### config.mk
export PLATFORM = sky130hd
export DESIGN_NAME = mem_access_unit
export DESIGN_NICKNAME = d
export VERILOG_FILES = /design/src/rtl/mem_access_unit.sv
export SDC_FILE = /design/constraint.sdc
export NUM_CORES = 1
export LEC_CHECK = 0
export ABC_AREA = 1
export BUFFER_PORTS_ARGS = -buffer_cell sky130_fd_sc_hd__buf_2
export CAP_MARGIN = 10
export CORE_MARGIN = 10
export CORE_UTILIZATION = 51
export DETAILED_ROUTE_END_ITERATION = 7
export PLACE_DENSITY = 0.8
export RECOVER_POWER = 100
export SLEW_MARGIN = 20
export SYNTH_ARGS = -nofsm -noshare
export SYNTH_HDL_FRONTEND = slang
export SYNTH_SLANG_ARGS = --single-unit
### constraint.sdc
create_clock -name clk -period 8.5 [get_ports clk]
set_clock_uncertainty 0.1 [all_clocks]
set_input_delay 1.275 -clock clk [delete_from_list [all_inputs] [get_ports clk]]
set_output_delay 1.275 -clock clk [all_outputs]
set_load 0.01 [all_outputs]
### src/rtl/mem_access_unit.sv
// mem_access_unit
// Memory front-end that sits between the main FSM/datapath and a single-port
// ready/valid memory. It selects the address (PC or Result) and issues fetch,
// load and store transactions. It also owns the instruction register, the
// OldPC register and the load data register. Stall holds the main FSM state
// until the access has completed.
//
// Ports
//   clk, reset               clock, asynchronous active-high reset
//   AdrSrc, IRWrite, MemWrite request controls from the main FSM
//   PC, Result, WriteData    address sources and store data
//   Instr, OldPC, Data       captured instruction, its PC, and load data
//   Stall, BusErr            hold request to the FSM, sticky error flag
//   mem_req_*, mem_addr, mem_we, mem_wdata, mem_wstrb   request channel
//   mem_rsp_valid, mem_rdata                            response channel
//
// state  | meaning
// S_IDLE | waiting for a request; it is issued combinationally in this cycle
// S_REQ  | request held on the bus until the memory accepts it
// S_RSP  | read accepted; waiting for read data
// S_DONE | access finished; Stall low for one cycle so the FSM can advance
module mem_access_unit #(
    parameter int               XLEN     = 32,
    parameter int               TIMEOUT  = 255,
    parameter logic [XLEN-1:0]  RESET_IR = 32'h00000013
) (
    input  logic            clk,
    input  logic            reset,
    input  logic            AdrSrc,
    input  logic            IRWrite,
    input  logic            MemWrite,
    input  logic [XLEN-1:0] PC,
    input  logic [XLEN-1:0] Result,
    input  logic [XLEN-1:0] WriteData,
    output logic [XLEN-1:0] Instr,
    output logic [XLEN-1:0] OldPC,
    output logic [XLEN-1:0] Data,
    output logic            Stall,
    output logic            BusErr,
    output logic            mem_req_valid,
    input  logic            mem_req_ready,
    output logic [XLEN-1:0] mem_addr,
    output logic            mem_we,
    output logic [XLEN-1:0] mem_wdata,
    output logic [3:0]      mem_wstrb,
    input  logic            mem_rsp_valid,
    input  logic [XLEN-1:0] mem_rdata
);

    typedef enum logic [1:0] {S_IDLE, S_REQ, S_RSP, S_DONE} state_t;

    localparam logic [15:0] TO_CNT = 16'(TIMEOUT);

    state_t          state_q;
    logic [XLEN-1:0] addr_q;
    logic            we_q;
    logic [XLEN-1:0] wdata_q;
    logic            fetch_q;
    logic [XLEN-1:0] pc_q;
    logic [XLEN-1:0] instr_q;
    logic [XLEN-1:0] oldpc_q;
    logic [XLEN-1:0] data_q;
    logic            buserr_q;
    logic            req_valid_q;
    logic [15:0]     cnt_q;
    logic [15:0]     cnt_d;

    logic            is_idle;
    logic            req_any;
    logic            req_store;
    logic [XLEN-1:0] req_addr;
    logic            misaligned;
    logic            issue;
    logic            timed_out;

    // A fetch wins over a simultaneous store, so a store is only a store
    // when IRWrite is low. Any of the three controls counts as a request.
    assign is_idle    = (state_q == S_IDLE);
    assign req_any    = IRWrite | MemWrite | AdrSrc;
    assign req_store  = MemWrite & ~IRWrite;
    assign req_addr   = AdrSrc ? Result : PC;
    assign misaligned = (req_addr[1:0] != 2'b00);
    assign issue      = is_idle & req_any & ~misaligned;

    // The timeout fires in the TIMEOUT-th cycle spent in S_REQ/S_RSP.
    assign cnt_d     = cnt_q + 16'd1;
    assign timed_out = (cnt_d == TO_CNT);

    // In S_IDLE the request goes out in the same cycle it is seen; afterwards
    // the latched copy keeps the bus stable while the access is pending.
    assign mem_req_valid = ~reset & (issue | req_valid_q);
    assign mem_addr      = (is_idle & req_any) ? req_addr  : addr_q;
    assign mem_we        = (is_idle & req_any) ? req_store : we_q;
    assign mem_wdata     = (is_idle & req_any) ? WriteData : wdata_q;
    assign mem_wstrb     = 4'hF;

    assign Stall  = is_idle ? req_any : (state_q != S_DONE);
    assign Instr  = instr_q;
    assign OldPC  = oldpc_q;
    assign Data   = data_q;
    assign BusErr = buserr_q;

    always_ff @(posedge clk or posedge reset) begin
        if (reset) begin
            state_q     <= S_IDLE;
            addr_q      <= '0;
            we_q        <= 1'b0;
            wdata_q     <= '0;
            fetch_q     <= 1'b0;
            pc_q        <= '0;
            instr_q     <= RESET_IR;
            oldpc_q     <= '0;
            data_q      <= '0;
            buserr_q    <= 1'b0;
            req_valid_q <= 1'b0;
            cnt_q       <= '0;
        end else begin
            case (state_q)
                S_IDLE: begin
                    if (req_any) begin
                        addr_q  <= req_addr;
                        we_q    <= req_store;
                        wdata_q <= WriteData;
                        fetch_q <= IRWrite;
                        pc_q    <= PC;
                        // Conflicting fetch+store: the store is dropped.
                        if (IRWrite & MemWrite) begin
                            buserr_q <= 1'b1;
                        end
                        if (misaligned) begin
                            buserr_q <= 1'b1;
                            state_q  <= S_DONE;
                        end else if (mem_req_ready) begin
                            state_q <= req_store ? S_DONE : S_RSP;
                        end else begin
                            req_valid_q <= 1'b1;
                            state_q     <= S_REQ;
                        end
                    end
                end
                S_REQ: begin
                    if (timed_out) begin
                        buserr_q    <= 1'b1;
                        req_valid_q <= 1'b0;
                        cnt_q       <= '0;
                        state_q     <= S_DONE;
                    end else if (mem_req_ready) begin
                        req_valid_q <= 1'b0;
                        if (we_q) begin
                            cnt_q   <= '0;
                            state_q <= S_DONE;
                        end else begin
                            cnt_q   <= cnt_d;
                            state_q <= S_RSP;
                        end
                    end else begin
                        cnt_q <= cnt_d;
                    end
                end
                S_RSP: begin
                    // A response coinciding with the timeout is discarded.
                    if (timed_out) begin
                        buserr_q <= 1'b1;
                        cnt_q    <= '0;
                        state_q  <= S_DONE;
                    end else if (mem_rsp_valid) begin
                        if (fetch_q) begin
                            instr_q <= mem_rdata;
                            oldpc_q <= pc_q;
                        end else begin
                            data_q <= mem_rdata;
                        end
                        cnt_q   <= '0;
                        state_q <= S_DONE;
                    end else begin
                        cnt_q <= cnt_d;
                    end
                end
                S_DONE: begin
                    state_q <= S_IDLE;
                end
                default: begin
                    state_q <= S_IDLE;
                end
            endcase
        end
    end

endmodule

==> impl_metrics.ini, run 1 <==
[clocking]
cts_buffer_depth = 3
clk_latency_ps = 500
cts_buffers = 23
root_buffer = clkbuf_16
cts_tree = built
clkTransAtPathRegs_ps = 60
clock_sinks = 214
hold_buffers = 0
htreeDepth = 1
post_cts_buffers = 0
cts_resized = 0

[pwr]
vdd_ir_drop_max_v = 0.000272
p_leak_uw = 0.00575
p_per_area_nw_per_um2 = 396

[global_routing]
grt_max_degree = 135
grt_pass1_wl_mm = 40.4
grt-ovfl-total = 0
grt_usage_pct = 20.1
grt_pass1_vias = 7838
grt_antenna_before_repair = 3

[final_layout]
fin_util_pct = 63.0
drive_gt1_share_pct = 16.8
fin_nets = 1475
area_growth_pct = 21.1

[route]
drc = 0
highest_layer = met5
vias = 7835
met3_length_mm = 2.47
drt-pass1-iter-count = 4
wl_met2_mm = 12.3
via_per_inst = 4.96
wl_per_cell_um = 16.1
drt-total-wl_mm = 25.5
ant_nets = 0
wl_met1_mm = 10.1
initialDrtViolationCount = 457

[synth]
syn_area_per_cell_um2 = 8.87
synth-seq-cells = 214
synth_area_um2 = 9380
yosysUniqueCellTypes = 33
postSynthCellCount = 1057
seq_area_frac_synth_pct = 57.1
yosysWarnings = 0

[worst_setup_path]
cp-start-kind = input pin
cpPeakStageDelay_ps = 1290
cp_max_fo = 98
cp.arrival_ps = 5010
worstSetupPathType = input pin to output port
slowest_stage = inv_1
cp.required_ps = 7120
cp_common_cell = buf_4
worstPathCellList = buf_2 -> buf_4 -> nor3_1 -> nor2_4 -> buf_4 -> inv_1 -> buf_4 -> nand2_1 -> o21ai_0 -> clkbuf_1
critPathCaptureType = output port

[floorplanning]
start_util_pct = 52.0
io_pins = 303
die_area_um2 = 24200
die_h_um = 156
fp.dieW_um = 156
row_count = 49
coreArea_um2 = 18000

[sta]
hold_viol = 0
rsz0062_at_grt = false
max_clock_freq_mhz = 157
fin_crit_ps = 6390
drv_slew = 321
finalSetupTns_ps = 0
timing.final.crit_share_pct = 75.2
tightest_slew_ps = 5780
setup_viol = 0
relSlewSlack_pct = -288

[placed_design]
gp_congestion = 0.829
hpwl_mm = 18.1
numPortBuffers = 298

[outcome]
outcome = finished with violations
violations = max-capacitance violations, max-slew violations

[job]
cap_violations = 4

[worst_hold_path]
holdCritPathClass = flop to flop
registers in the layout (all words and copies together), names as in the netlist:
name         cells
Data            32
Instr           32
OldPC           32
addr_q          32
pc_q            32
wdata_q         32
cnt_q           16
state_q          2
BusErr           1
fetch_q          1
req_valid_q      1
we_q             1
critical path: cells and delay by family:
family	cells	cell delay, ps
compound gates	1	140
simple gates	3	670
buf+inv	6	2800
routing by layer:
layer,vias to the layer above,global-route usage (%)
li1,3882,-
met1,3616,24.0
met2,294,33.5
met3,41,7.75
met4,2,4.99
met5,-,0
synthesized netlist by cell type, drive strengths merged:
| library cell | count | area, um^2 |
|---|---|---|
| a21oi | 2 | 10.0 |
| a31o | 1 | 8.76 |
| a31oi | 1 | 6.26 |
| buf | 30 | 250 |
| clkbuf | 24 | 90.1 |
| clkinv | 1 | 3.75 |
| conb | 1 | 3.75 |
| dfrtp | 211 | 5280 |
| dfstp | 3 | 78.8 |
| ha | 6 | 75.1 |
| inv | 131 | 492 |
| mux2i | 3 | 30.0 |
| nand2 | 366 | 1460 |
| nand3 | 21 | 120 |
| nand3b | 2 | 27.5 |
| nand4 | 8 | 50.1 |
| nor2 | 26 | 123 |
| nor3 | 3 | 25.0 |
| o21ai | 202 | 1150 |
| o22ai | 15 | 93.8 |
power breakdown:
part	internal (uW)	switching, uW
registers	1500	231
logic	515	1140
clock network	713	394
per-stage QoR:
stage	instances	cell area, um^2	setup slack, ps	hold WS [ps]	total power (uW)
finish	1579	11400	2110	369	4500
global route	1579	11400	1780	394	4850
CTS	1578	11700	2680	368	4740
detailed placement	1538	10900	2700	353	3600
global placement	1538	10900	2820	347	3530
floorplan	1060	9390	1280	353	2870
final cells by class:
class | count | area (um^2)
fillers | 1640 | 6670
flip-flops and latches | 214 | 5360
multi-input cells | 660 | 3040
repair buffers | 303 | 1320
clock buffers | 32 | 689
inverters | 132 | 497
well taps | 229 | 287
clock inverters | 8 | 165
diodes | 1 | 2.50
cells by family after synthesis:
kind of cell    Yosys count  synth area share [%]
other cells               1                0.0400
flops                   214                  57.1
mux                       3                 0.320
simple gates            426                  19.2
fa+ha+maj                 6                 0.801
compound gates          221                  13.6
buf+inv                 186                  8.91
final timing paths:
path	from	endpoint	slack, ps	cells after the start
hold / removal	wdata_q[10]	wdata_q[10]	370	2
hold reg to reg	wdata_q[10]	wdata_q[10]	370	2
setup / recovery	AdrSrc	mem_addr[22]	2110	10
min in group asynchronous	reset	OldPC[1]	2460	2
setup reg to reg	cnt_q[1]	Instr[13]	3330	11
max in group asynchronous	reset	addr_q[7]	3130	3
cell usage in the layout (no fill, tap or decap), drive strengths merged, types with 4 or more instances in the layout:
cell	synthesis	final
o21ai	202	202
clkbuf	24	198
o22ai	15	15
inv	131	130
nand3	21	21
clkinv	1	4
buf	30	137
nor2	26	26
dfrtp	211	211
bufinv	0	5
conb	1	4
nand4	8	8
nand2	366	366
ha	6	6
Note: power is estimated with default switching activity, not from simulation.
==> run 2: changes to the inputs <==
- CORE_UTILIZATION: 51 -> 46
- PLACE_DENSITY: 0.8 -> 0.76
- clock period: 8.5 -> 5.2 ns (I/O delays scaled with it)
==> run 2 against run 1 <==
Against the previous run: the run still ends with max-capacitance violations, max-slew violations left; routed wire length rose by 1.2%; clock power rose by 41%; combinational power rose by 66%; critical path depth fell by 1; hold slack got worse by 91 ps; die area rose by 9.4%; count of clock-buffer cells in the layout fell by 1; register-to-register slack got worse by 2200 ps; via count rose by 0.65%; final cell count rose by 2.7%; non-clock buffer count rose by 3; core utilization fell by 6.8 points; critical endpoint is now mem_addr[16].
==> impl_metrics.ini, run 2 (synthesized netlist as in run 1, its figures left out) <==
[final_layout]
area_growth_pct = 20.8
most-common-layout-cells = 349 x nand2_1, 211 x dfrtp_1, 178 x o21ai_0
nFillCells = 1948
final_common_cell = nand2_1
fin_nets = 1478
drive_gt1_share_pct = 16.5

[sta]
hold_viol = 0
relSlewSlack_pct = -95.8
fin_crit_ps = 4130
setup_viol = 0
max_clock_freq_mhz = 242
timing.final.crit_share_pct = 79.4
rsz0062_at_grt = false
drv_slew = 153
finalSetupTns_ps = 0
tightest_slew_ps = 2940

[route]
ant_nets = 0
vias = 7886
via_per_inst = 4.86
drt-total-wl_mm = 25.8
drc = 0
wl_per_cell_um = 15.9
drt-pass1-iter-count = 4
initialDrtViolationCount = 559

[floorplanning]
die_h_um = 163
fp.dieW_um = 163
start_util_pct = 46.5
io_pins = 303
coreArea_um2 = 20200
row_count = 52
die_area_um2 = 26500

[pwr]
total_power_uw = 7110
vdd_ir_drop_max_v = 0.000361
p_per_area_nw_per_um2 = 627
intPower_uw = 4240
p_leak_uw = 0.00571
power_frac_clock_pct = 21.9
pwr-share-comb_pct = 38.5
seqPwrFrac_pct = 39.6
p_sw_uw = 2870
switching_share_pct = 40.3

[worst_setup_path]
startpoint = state_q[0]
critPathCaptureType = output port
reg2reg_depth = 11
r2r_slack_ps = 1150
slowest_stage = inv_1
cp_max_fo = 54
worstPathCellList = inv_1 -> ha_1 -> inv_1 -> nor2_4 -> inv_1 -> buf_12 -> nand2_1 -> o21ai_0 -> clkbuf_1
cp_common_cell = inv_1
cp.arrival_ps = 3250
worstSetupPathType = flop to output port
r2r_end = OldPC[19]
cp-start-kind = flop
r2r-start = cnt_q[1]
crit_end = mem_addr[16]
cpPeakStageDelay_ps = 1010
cp.required_ps = 4320

[global_routing]
grt_antenna_before_repair = 5
grt_usage_pct = 18.8
grt_pass1_wl_mm = 41.1
grt_max_degree = 121
grt_pass1_vias = 8050
grt-ovfl-total = 0

[job]
cap_violations = 2

[clocking]
hold_buffers = 0
cts_tree = built
htreeDepth = 1
cts_buffers = 23
cts_buffer_depth = 3
clk_latency_ps = 500
clkTransAtPathRegs_ps = 60
clock_sinks = 214
cts_resized = 0
root_buffer = clkbuf_16
post_cts_buffers = 0

[outcome]
outcome = finished with violations
violations = max-capacitance violations, max-slew violations

[placed_design]
gp_congestion = 0.822
hpwl_mm = 18.9
numPortBuffers = 298

[worst_hold_path]
holdCritPathClass = input pin to async pin
[run 2: routing by layer]
metal  vias to the layer above  track usage (%)  wire length [um]
met4                         2             5.16               534
met5                         -                0                18
met1                      3672             22.1             10200
li1                       3895                -                 -
met2                       272             31.2             12400
met3                        45             7.46              2600
[run 2: how the worst min path moves through the flow]
stage	from	to	slack (ps)
floorplan	req_valid_q	req_valid_q	350
global route	reset	addr_q[19]	330
detailed placement	BusErr	BusErr	350
CTS	BusErr	BusErr	360
finish	reset	addr_q[15]	280
global placement	wdata_q[13]	wdata_q[13]	350
[run 2: cell type report]
| cell class | instances | area [um^2] | area share, % |
|---|---|---|---|
| Antenna cell | 4 | 10.0 | 0.0884 |
| Multi-Input combinational cell | 660 | 3080 | 27.2 |
| Timing Repair Buffer | 306 | 1340 | 11.9 |
| Clock buffer | 31 | 626 | 5.52 |
| Inverter | 132 | 497 | 4.39 |
| Clock inverter | 4 | 72.6 | 0.641 |
| Tap cell | 270 | 338 | 2.98 |
| Sequential cell | 214 | 5360 | 47.3 |
[run 2: metrics by stage]
step           util, %  setup WS [ps]  cell area [um^2]  instances  hold WS [ps]
2_1_floorplan        -           1540              9390       1060           353
3_3_place_gp      54.4           1700             11000       1581           348
3_5_place_dp      54.4           1580             11000       1581           351
4_1_cts           57.9           1400             11700       1616           363
5_1_grt           56.1            654             11300       1619           327
6_report          56.2           1070             11300       1621           279
[run 2: power by group through the flow]
stage                     Combinational (uW)  Clock (uW)  Sequential, uW
final                                   2740        1560            2810
after CTS                               3100        1590            2810
after global placement                  3000           0            2810
after detailed placement                3080           0            2830
after global routing                    3140        1670            2900
after floorplan                         1740           0            2950
[run 2: worst max-delay path, delay by kind of cell (launching register included)]
family	cells	cell delay (ps)
flip-flops	1	390
AO/OA/AOI/OAI	1	130
buffers and inverters	5	1810
AND/OR/NAND/NOR	2	130
adder cells (fa/ha/maj)	1	280
